**src/rtl/button_control.sv**
```systemverilog
// button_control
//   Debounces a raw push-button and derives the blinker mode controls.
//   A short press toggles o_speed and a long press toggles o_enable.
//   A debounced level and a one-cycle press pulse are also exported.
//
// Parameters
//   DEBOUNCE_CYCLES    stable synchronized cycles needed to accept a change
//   LONG_PRESS_CYCLES  debounced hold cycles that make a press "long" (>= 2)
//
// Ports
//   i_clock        system clock, all logic on posedge
//   i_reset        synchronous active-high reset
//   i_button       raw asynchronous button, active-high, bouncy
//   o_enable       enable to blinky, toggled by a long press (reset 1)
//   o_speed        speed select to blinky, 1 = fast, toggled by a short press (reset 1)
//   o_pressed      debounced button level
//   o_press_pulse  one-cycle pulse on a debounced rising edge
//
// Press FSM states
//   state      | meaning
//   -----------+------------------------------------------------------
//   ST_IDLE    | button released, hold counter cleared
//   ST_PRESSED | button held, counting toward the long-press threshold
//   ST_LONG    | long press already acted on, waiting for release
module button_control #(
  parameter int DEBOUNCE_CYCLES   = 25000,
  parameter int LONG_PRESS_CYCLES = 2500000
) (
  input  logic i_clock,
  input  logic i_reset,
  input  logic i_button,
  output logic o_enable,
  output logic o_speed,
  output logic o_pressed,
  output logic o_press_pulse
);

  localparam int DB_W   = $clog2(DEBOUNCE_CYCLES + 1);
  localparam int HOLD_W = $clog2(LONG_PRESS_CYCLES + 1);

  localparam logic [DB_W-1:0]   DB_LAST   = DB_W'(DEBOUNCE_CYCLES - 1);
  localparam logic [HOLD_W-1:0] HOLD_LAST = HOLD_W'(LONG_PRESS_CYCLES - 1);
  localparam logic [HOLD_W-1:0] HOLD_MAX  = HOLD_W'(LONG_PRESS_CYCLES);

  typedef enum logic [1:0] {
    ST_IDLE    = 2'd0,
    ST_PRESSED = 2'd1,
    ST_LONG    = 2'd2
  } state_t;

  // ---------------------------------------------------------------
  // Two-flop synchronizer
  // ---------------------------------------------------------------
  logic sync_meta;
  logic sync;

  always_ff @(posedge i_clock) begin
    if (i_reset) begin
      sync_meta <= 1'b0;
      sync      <= 1'b0;
    end else begin
      sync_meta <= i_button;
      sync      <= sync_meta;
    end
  end

  // ---------------------------------------------------------------
  // Debounce: count consecutive cycles where sync disagrees with the
  // accepted level; accept on the last count and clear.
  // ---------------------------------------------------------------
  logic [DB_W-1:0] db_cnt;
  logic            db_differs;
  logic            db_accept;

  assign db_differs = (sync != o_pressed);
  assign db_accept  = db_differs && (db_cnt == DB_LAST);

  always_ff @(posedge i_clock) begin
    if (i_reset) begin
      db_cnt        <= '0;
      o_pressed     <= 1'b0;
      o_press_pulse <= 1'b0;
    end else begin
      // Pulse is registered alongside o_pressed so both rise together.
      o_press_pulse <= db_accept && sync;
      if (!db_differs || db_accept) begin
        db_cnt <= '0;
      end else begin
        db_cnt <= db_cnt + DB_W'(1);
      end
      if (db_accept) begin
        o_pressed <= sync;
      end
    end
  end

  // ---------------------------------------------------------------
  // Press classification FSM
  // ---------------------------------------------------------------
  state_t            state;
  state_t            state_nxt;
  logic [HOLD_W-1:0] hold_cnt;
  logic [HOLD_W-1:0] hold_nxt;
  logic              enable_nxt;
  logic              speed_nxt;

  always_ff @(posedge i_clock) begin
    if (i_reset) begin
      state    <= ST_IDLE;
      hold_cnt <= '0;
      o_enable <= 1'b1;
      o_speed  <= 1'b1;
    end else begin
      state    <= state_nxt;
      hold_cnt <= hold_nxt;
      o_enable <= enable_nxt;
      o_speed  <= speed_nxt;
    end
  end

  always_comb begin
    state_nxt  = state;
    hold_nxt   = hold_cnt;
    enable_nxt = o_enable;
    speed_nxt  = o_speed;

    case (state)
      ST_IDLE: begin
        hold_nxt = '0;
        if (o_pressed) begin
          // The cycle that first sees the debounced press counts as the
          // first held cycle, so hold_cnt tracks cycles since o_pressed
          // rose and the long-press toggle lands LONG_PRESS_CYCLES after it.
          state_nxt = ST_PRESSED;
          hold_nxt  = HOLD_W'(1);
        end
      end

      ST_PRESSED: begin
        if (hold_cnt != HOLD_MAX) begin
          hold_nxt = hold_cnt + HOLD_W'(1);
        end
        // Release is checked first so it wins over a coincident threshold.
        if (!o_pressed) begin
          speed_nxt = ~o_speed;
          state_nxt = ST_IDLE;
        end else if (hold_cnt == HOLD_LAST) begin
          enable_nxt = ~o_enable;
          state_nxt  = ST_LONG;
        end
      end

      ST_LONG: begin
        if (!o_pressed) begin
          state_nxt = ST_IDLE;
        end
      end

      default: begin
        state_nxt = ST_IDLE;
        hold_nxt  = '0;
      end
    endcase
  end

endmodule

```
**config.mk**
```make
export PLATFORM = sky130hd
export DESIGN_NAME = button_control
export DESIGN_NICKNAME = d
export VERILOG_FILES = /design/src/rtl/button_control.sv
export SDC_FILE = /design/constraint.sdc
export NUM_CORES = 1
export LEC_CHECK = 0
export ABC_AREA = 1
export CORE_UTILIZATION = 68
export CTS_BUF_LIST = sky130_fd_sc_hd__clkbuf_16
export DETAILED_ROUTE_END_ITERATION = 6
export DONT_BUFFER_PORTS = 1
export PLACE_DENSITY = 0.84
export SYNTH_ARGS = -nofsm -noshare
export SYNTH_HDL_FRONTEND = slang
export SYNTH_SLANG_ARGS = --single-unit
```
**constraint.sdc**
```tcl
create_clock -name i_clock -period 2.16 [get_ports i_clock]
set_input_delay 0.216 -clock i_clock [delete_from_list [all_inputs] [get_ports i_clock]]
set_output_delay 0.216 -clock i_clock [all_outputs]
set_load 0.05 [all_outputs]
```
==> impl_summary.md, run 1 <==
Route
The count of TritonRoute iterations in the first routing pass is 4. The remaining design rule violation count is 0. The number of design-rule violations left by the first detailed-router iteration is 238. The final routed wirelength across all metal layers is 5.933 mm.

The routed layout has 2392 vias. The via count normalized by instance count is 5.363. The number of nets with antenna violations after routing is 0. After detailed routing, the average wire length per cell comes to 13.30 um.

Timing
The total setup violations reported at the end of the flow is 0. Summed over all failing endpoints, the final setup total negative slack is 0 ns. The number of pins with negative max-slew slack in the final report came to 0. Clock skew on the completed layout was measured at 0.006625 ns.

Derived from the worst setup path, the maximum achievable clock frequency is 574.3 MHz. Setup repair after global routing left no endpoint under its margin. The smallest clock period supported by the final layout is computed as 1.741 ns. In this run the tightest slew margin relative to its limit is 22.69%.

The final-report hold violation count is 0. At the pin with the least slew margin, the transition time is 1.156 ns. The final critical-path share of the clock period is 80.61%.

Synthesis
Yosys attributes the largest share of cell area to dfxtp_1 34%, nand2_1 13%, nor2_1 9.3%. The fraction of registers with async set or reset after synthesis is 0%. The number of nets in the synthesized netlist is 400. The mean instance size in the synthesized netlist is 6.739 sq um. Summed over its instances, the top area cell type makes up 33.93% of the synthesized netlist area. Counting flops with a built-in enable in the synthesized netlist gives 0. The register area share after synthesis is 33.93%. The top cell type by total area after synthesis is dfxtp_1. The summed instance area of the synthesized netlist is 2655 sq um. The number of different library cells used by synthesis comes to 30. The number of storage elements in the synthesis netlist is 45. The primary flip-flop cell chosen by synthesis mapping is dfxtp_1. During synthesis, Yosys emitted a total of 0 warnings.

Synthesis handed over a netlist of 394 instances.

Global route
The number of antenna violations at the first check in global routing is 0. In this run the most used layer during global routing was met2. The number of global-route vias before repair came to 2247. For met1 alone, demand over resource in global routing was 40.97%. Entering global routing, the biggest net connects 21 pins. Global routing used 5.986% of the available met3 tracks. The wire length of the first global-routing pass is 10.14 mm. The met2 routing resource usage after global routing is 51.58%.

The total global routing track utilization is 31.60%. The global-route congestion overflow total is 0.

Layout
The number of standard cells in the final layout excluding fillers is 446. The library cell used most frequently in the layout, excluding fill and tap cells, is nand2_1. Compared with the post-synthesis result, the final layout area differs by 6.503%. The number of antenna diodes in the final layout is 0. For this run, the post-layout net count is 403. The post-route netlist has 16.58% of its cells at a drive strength greater than 1. The total of fill cells in the finished design is 291. The library cells used most frequently in the layout, excluding fill and tap cells, are 92 x nand2_1, 66 x nor2_1, 45 x dfxtp_1.

CTS
The clock network latency to the later pin of the worst-skew pair is 0.29 ns. The TritonCTS buffer count is 5. In this run, post-CTS repair resized a total of 0 instances.

The number of post-CTS setup repair buffers is 0. After clock tree synthesis, the clock-pin slew on the worst setup and hold paths is 0.07 ns. The number of buffers on the longest clock path is 2.

The master cell of the clock root buffer is clkbuf_16. The maximum level of the CTS H-tree is 2. TritonCTS built the clock tree. The number of sinks driven by the clock tree is 45.

Flow run
The max-cap violation count is 0.

Floorplanning
In this run the horizontal extent of the chip is 64.49 um. Once the floorplan was initialized, standard cells occupied 71.45% of the core. The row count is 22. The I/O pin count is 7. The core footprint is 3716 sq um. The y dimension of the die is 64.49 um. The floorplan step defined a die boundary enclosing 4158 sq um.

Placed design
The number of placed instances with taps included is 437. After legalization and detailed placement, the total HPWL measured 4.246 mm. At the end of routability-driven placement, the weighted congestion stood at 0.8623.

The port buffer count is 0.

Power and ir drop
The switching part of the total is 22.50%. Of the total power, the clock network draws 48.2%. Combinational cells account for 1.1% of the total power. Internal power comes to 0.001273 W. Of the total power, registers draw 50.7%. The leakage component of the power is 0.9970 nW. The power per cell area is 580.9 nW/um^2. In this run the power spent charging and discharging nets is 0.0003696 W. The maximum VDD drop is 333.9 uV.

Worst setup path
The cell that appears most often on the critical path is inv_1. Traced cell by cell, the critical path runs through ha_1 -> nand2_1 -> inv_1 -> nand4_1 -> nor2_1 -> inv_1 -> nand2_1 -> inv_1 -> o211ai_1 -> inv_1. The type of the worst setup path is register to register. Data arrives at the worst endpoint at 1.92 ns. In this design, the stage delay of the slowest critical-path cell is 0.36 ns. In this run the worst path has a maximum fanout of 6. The data required time at the worst endpoint is 2.34 ns. The worst setup path is captured at a register. The master of the slowest instance on the critical path is dfxtp_1. The startpoint kind of the worst setup timing path is a register.

Min path
The worst hold path class is input port to register.

Run status
The run finished with clean final reports.
[layer usage]
metal  vias up  routed length [um]
met5         -                   0
met4         0                 102
met3        10                 358
met2        68                2719
met1      1070                2752
li1       1244                   -
[registers in the layout (all words and copies together) (netlist names)]
signal	cells
o_enable	1
o_pressed	1
sync	1
o_press_pulse	1
state	2
o_speed	1
hold_cnt	22
db_cnt	15
sync_meta	1
[what timing repair did]
action | in CTS | in global routing
hold buffers | 1 | 0
endpoints found under the hold margin | 20 | 0
endpoints found under the setup margin | 0 | 0
[stage by stage]
stage                     power [W]  area [sq um]  hold slack, ns  setup slack [ns]  util [%]
final                      0.001642          2828         0.01893            0.4188     76.09
after global routing       0.001687          2828         0.03256            0.2141     76.09
after CTS                  0.001643          2828         0.01755            0.4252     76.09
after detailed placement  0.0008598          2668          0.2825            0.4571     71.78
after global placement    0.0008596          2668          0.2816            0.4963     71.78
after floorplan           0.0008649          2655          0.3230            0.7410         -
[critical path, delay by kind of cell, from the launching register on]
kind	cells	cell delay, ns
buffers and inverters	4	0.41
AO/OA/AOI/OAI	1	0.11
AND/OR/NAND/NOR	4	0.57
flip-flops	1	0.36
adder cells (fa/ha/maj)	1	0.17
[power groups by stage]
| stage | combinational [W] | clock, W | sequential (W) |
|---|---|---|---|
| finish | 0.0000183 | 0.000792 | 0.000833 |
| detailed placement | 0.00000802 | 0 | 0.000852 |
| floorplan | 0.0000133 | 0 | 0.000852 |
| global placement | 0.00000779 | 0 | 0.000852 |
| global route | 0.0000203 | 0.000834 | 0.000833 |
| CTS | 0.0000181 | 0.000792 | 0.000833 |
[final cells by class]
| cell class | count | area, sq um | area share [%] |
|---|---|---|---|
| sequential | 45 | 900.9 | 31.86 |
| tap | 48 | 60.06 | 2.124 |
| inverter | 50 | 187.7 | 6.637 |
| clock buffer | 5 | 125.1 | 4.425 |
| clock inverter | 3 | 25.02 | 0.8850 |
| multi-input combinational | 291 | 1496 | 52.92 |
| timing repair buffer | 4 | 32.53 | 1.150 |
[cell usage after synthesis, drive strengths merged (3+ instances only)]
cell,n
dfxtp,45
inv,50
a21oi,23
ha,3
nand2,109
xor2,6
nor2,75
or2,3
nor3,8
xnor2,3
nand3b,3
buf,6
nand4,10
o21ai,5
nand3,40
[logic make-up after synthesis]
group,synth area share (%)
simple gates,43.73
compound gates,8.247
buf+inv,9.708
fa+ha+maj,1.414
flops,33.93
xor+xnor,2.969
[worst paths after layout]
check	startpoint	to	slack (ns)	cells past startpoint
worst min-delay path	i_button	sync_meta	0.02	2
worst max-delay path	db_cnt[0]	db_cnt[12]	0.42	10
worst max register to register	db_cnt[0]	db_cnt[12]	0.42	10
worst min register to register	sync_meta	sync	0.41	2
No activity file was read; power rests on OpenSTA's default activity.
==> run 2, diff against run 1 <==
--- a/config.mk
+++ b/config.mk
@@ -5,12 +5,12 @@
 export SDC_FILE = /design/constraint.sdc
 export NUM_CORES = 1
 export LEC_CHECK = 0
-export ABC_AREA = 1
-export CORE_UTILIZATION = 68
+export ABC_AREA = 0
+export CORE_UTILIZATION = 56
 export CTS_BUF_LIST = sky130_fd_sc_hd__clkbuf_16
 export DETAILED_ROUTE_END_ITERATION = 6
 export DONT_BUFFER_PORTS = 1
-export PLACE_DENSITY = 0.84
+export PLACE_DENSITY = 0.74
 export SYNTH_ARGS = -nofsm -noshare
 export SYNTH_HDL_FRONTEND = slang
 export SYNTH_SLANG_ARGS = --single-unit
==> constraint.sdc (replaced) <==
create_clock -name i_clock -period 1.5 [get_ports i_clock]
set_input_delay 0.15 -clock i_clock [delete_from_list [all_inputs] [get_ports i_clock]]
set_output_delay 0.15 -clock i_clock [all_outputs]
set_load 0.05 [all_outputs]
==> run 2 against run 1 <==
Effect of this change:
- the flow now finishes with violations (negative setup slack)
- via count increased by 5.6%
- sequential share of layout area decreased by 3.1 points
- flip-flop and latch count unchanged
- critical path type unchanged
- critical endpoint is now o_enable
- largest cell class unchanged
==> impl_summary.md, run 2 <==
Min path
The endpoint of the worst hold path is o_speed. The number of cells on the worst hold path is 2. The launch point of the worst hold path is i_reset. The worst hold path class is input port to register.

CTS
The clock net in this run drives a total of 45 sinks. The clock network latency to the later pin of the worst-skew pair is 0.29 ns. The number of buffers on the longest clock path is 2. The number of clock buffers added by TritonCTS is 5. Clock-pin slew was measured on the worst setup and hold paths at 0.07 ns. The master cell of the clock root buffer is clkbuf_16. The maximum level of the CTS H-tree is 2. TritonCTS built the clock tree.

Timing
Counting I/O delays and the setup requirement, the final critical path takes 1.898 ns. At the pin with the least slew margin, the transition time is 0.5295 ns. The number of pins with negative max-slew slack in the final report is 0.

Across all setup checks in the final design, the least slack found is -0.3980 ns. After routing, the total negative slack on setup checks comes to -7.430 ns. The final critical-path share of the clock period is 126.5%. Setup violations remaining at the end of the flow were counted as 38. Final hold analysis gives a worst-case slack of 0.01482 ns. The final-report hold violation count came to 0. Setup repair after global routing could not meet its margin everywhere. The headroom to the max-slew limit is 64.65%. The highest clock frequency the design can meet is 526.9 MHz. The final worst clock skew is 0.003044 ns.

Power and ir drop
The maximum VDD drop is 694.6 uV. Dividing total power by cell area gives a power density of 811.0 nW/um^2. Summing internal, switching and leakage power gives 0.002625 W. The part of the total power dissipated in sequential elements is 45.5%. Summed over all nets, the switching power comes to 0.0005289 W.

The internal power contribution is 0.002096 W. Per report_power, the combinational group accounts for 1.0% of the total. The clock network accounts for 53.5% of the total power.

In this run the static leakage power is 1.130 nW. Net switching is 20.15% of the power.

Layout
Once layout is complete, the cells apart from fillers number 368. 0 antenna diodes ended up in the layout. The leading cell type in the layout, fill and taps excluded is buf_4. The area overhead of the layout relative to synthesis is 47.66%.

The top cell types in the final layout, fill and taps aside, are 61 x buf_4, 27 x dfxtp_1, 19 x nand2_1. The flip-flop count of the largest register after layout is 22. Cells fill 87.10% of the core in the end. The post-route netlist has 47.19% of its cells at a drive strength greater than 1. In the final layout, the registers with the most flip-flops are hold_cnt x22, db_cnt x15, state x2. The number of nets in the layout is 325. The top register by number of flip-flops is hold_cnt.

Synthesis
The synthesized design spends more area on one cell type than any other, namely dfxtp_1. The synthesized design contains 45 register bits. After synthesis, the netlist uses 43 different library cells.

The mean instance size in the synthesized netlist is 8.733 sq um. The number of nets in the synthesized netlist is 257. In the synthesized netlist the dominant register cell turns out to be dfxtp_1. The dominant cell by count in the synthesized netlist is dfxtp_1. The count of warnings emitted by yosys is 0. Of the synthesized area, sequential elements account for 41.10%. The summed instance area of the synthesized netlist is 2192 sq um. Yosys attributes the largest share of cell area to dfxtp_1 41%, xnor2_1 5.2%, nor2_1 4.3%. The number of flops mapped to enable cells by yosys is 0. The fraction of registers with async set or reset after synthesis is 0%. Sorting the synthesized cells by how often they occur yields 45 x dfxtp_1, 25 x nor2_1, 22 x nand2_1. The area share of the leading cell type in the synthesized netlist is 41.10%. The number of instances in the synthesized netlist is 251.

Worst setup path
The capturing point of the worst reg2reg path is o_enable. The data required time at the worst endpoint is 1.73 ns. The start of the worst register-to-register path is hold_cnt[6]. The maximum net fanout on the critical path is 5. The arrival time of data at the critical path endpoint is 2.12 ns. STA classifies the critical path endpoint as a register. The type of the worst setup path is register to register. The startpoint kind of the worst setup timing path is a register.

Setup slack on the worst reg-to-reg path comes out at -0.40 ns. The depth of the worst register-to-register path is 5.

Global route
The first global-routing pass estimated 11.21 mm of wire. For this run the aggregate overflow at the end of global routing stands at 0. The number of antenna violations at the first check in global routing is 0. Global routing consumed, over all layers together, 35.85% of the routing resources. The pin count of the biggest net entering global routing is 16.

The number of global-route vias before repair is 2308.

Route
The total number of vias is 2527. In this run, the number of DRC markers left after iteration 0 of detailed routing was 350. The remaining design rule violation count is 0. The via count normalized by instance count is 6.867. Dividing the detail-routed wire length by the instance count gives 23.42 um. The final routed wirelength across all metal layers is 8.620 mm. The number of nets with antenna violations after routing is 0. The count of TritonRoute iterations in the first routing pass is 7.

Floorplanning
During I/O placement, the number of pins put on the boundary was 7. After floorplanning, the core was sized to cover 3716 sq um. The floorplan step defined a die boundary enclosing 4169 sq um.

The die is 64.57 um tall. The row count is 22. The initial core utilization is 58.99%. The floorplan step set the die width to 64.57 um.

Placed design
The number of placed instances with taps included is 346. The port buffer count is 0. The detailed-placement wirelength estimate is 3.792 mm. Routability-driven placement finished with a final weighted congestion of 0.8239.

Flow run
The tool flagged a number of max-cap violations equal to 0.

Run status
The final reports fail on negative setup slack. The flow ran to the end, but the final reports show violations.
-- run 2: what timing repair did --
item                                    CTS  global route
buffers inserted                          7             3
gates resized for setup                  36            35
pin swaps                                15            12
gates cloned                              3             0
endpoints found under the setup margin   38            40
endpoints found under the hold margin     4             0
hold buffers                              2             0
-- run 2: layer usage --
| layer | vias up | wire length (um) | track usage (%) |
|---|---|---|---|
| li1 | 1052 | - | - |
| met1 | 1205 | 3176 | 41.12 |
| met2 | 210 | 4079 | 61.84 |
| met3 | 60 | 884 | 7.923 |
| met4 | 0 | 478 | 18.89 |
| met5 | - | 0 | 0 |
-- run 2: cell families (layout without fill, tap and decap cells) --
group           count (synthesis)  count (layout)  share of synthesized area (%)
simple gates                  125             127                          33.05
fa+ha+maj                       3               3                          1.713
buf+inv                        20              87                          4.680
flops                          45              45                          41.10
mux                             4               4                          1.827
compound gates                 36              36                          10.44
xor+xnor                       18              18                          7.192
-- run 2: how the worst max path moves through the flow --
stage | from | end | cells past startpoint
floorplan | hold_cnt[15] | o_enable | 4
global route | hold_cnt[6] | o_enable | 5
finish | hold_cnt[6] | o_enable | 5
CTS | hold_cnt[14] | o_enable | 5
detailed placement | db_cnt[4] | db_cnt[11] | 5
global placement | hold_cnt[15] | o_enable | 5
-- run 2: power by group through the flow --
| stage | clock, W | sequential [W] | combinational (W) |
|---|---|---|---|
| after detailed placement | 0 | 0.00122 | 0.0000151 |
| after CTS | 0.00139 | 0.00120 | 0.0000206 |
| final | 0.00141 | 0.00119 | 0.0000251 |
| after global placement | 0 | 0.00122 | 0.0000146 |
| after floorplan | 0 | 0.00122 | 0.0000147 |
| after global routing | 0.00146 | 0.00119 | 0.0000264 |
-- run 2: area by class of cell --
class                   count  area (sq um)
clock buffers               6         150.1
clock inverters             2         38.79
fillers                   153         479.2
inverters                   8         30.03
multi-input cells         188          1465
flip-flops and latches     45         930.9
well taps                  48         60.06
repair buffers             71         561.8
-- run 2: stage by stage --
stage / instance area (sq um) / setup slack [ns]
after floorplan: 2308 / -0.2632
after global placement: 2710 / -0.2154
after detailed placement: 2710 / -0.2445
after CTS: 3090 / -0.2470
after global routing: 3237 / -0.4348
final: 3237 / -0.3980
-- run 2: critical path, cell delays in order (launching register included) --
cell and delay (ns):
dfxtp_4 0.37, or4b_4 0.49, nor4_4 0.36, buf_4 0.20
and4_1 0.22, mux2i_1 0.18
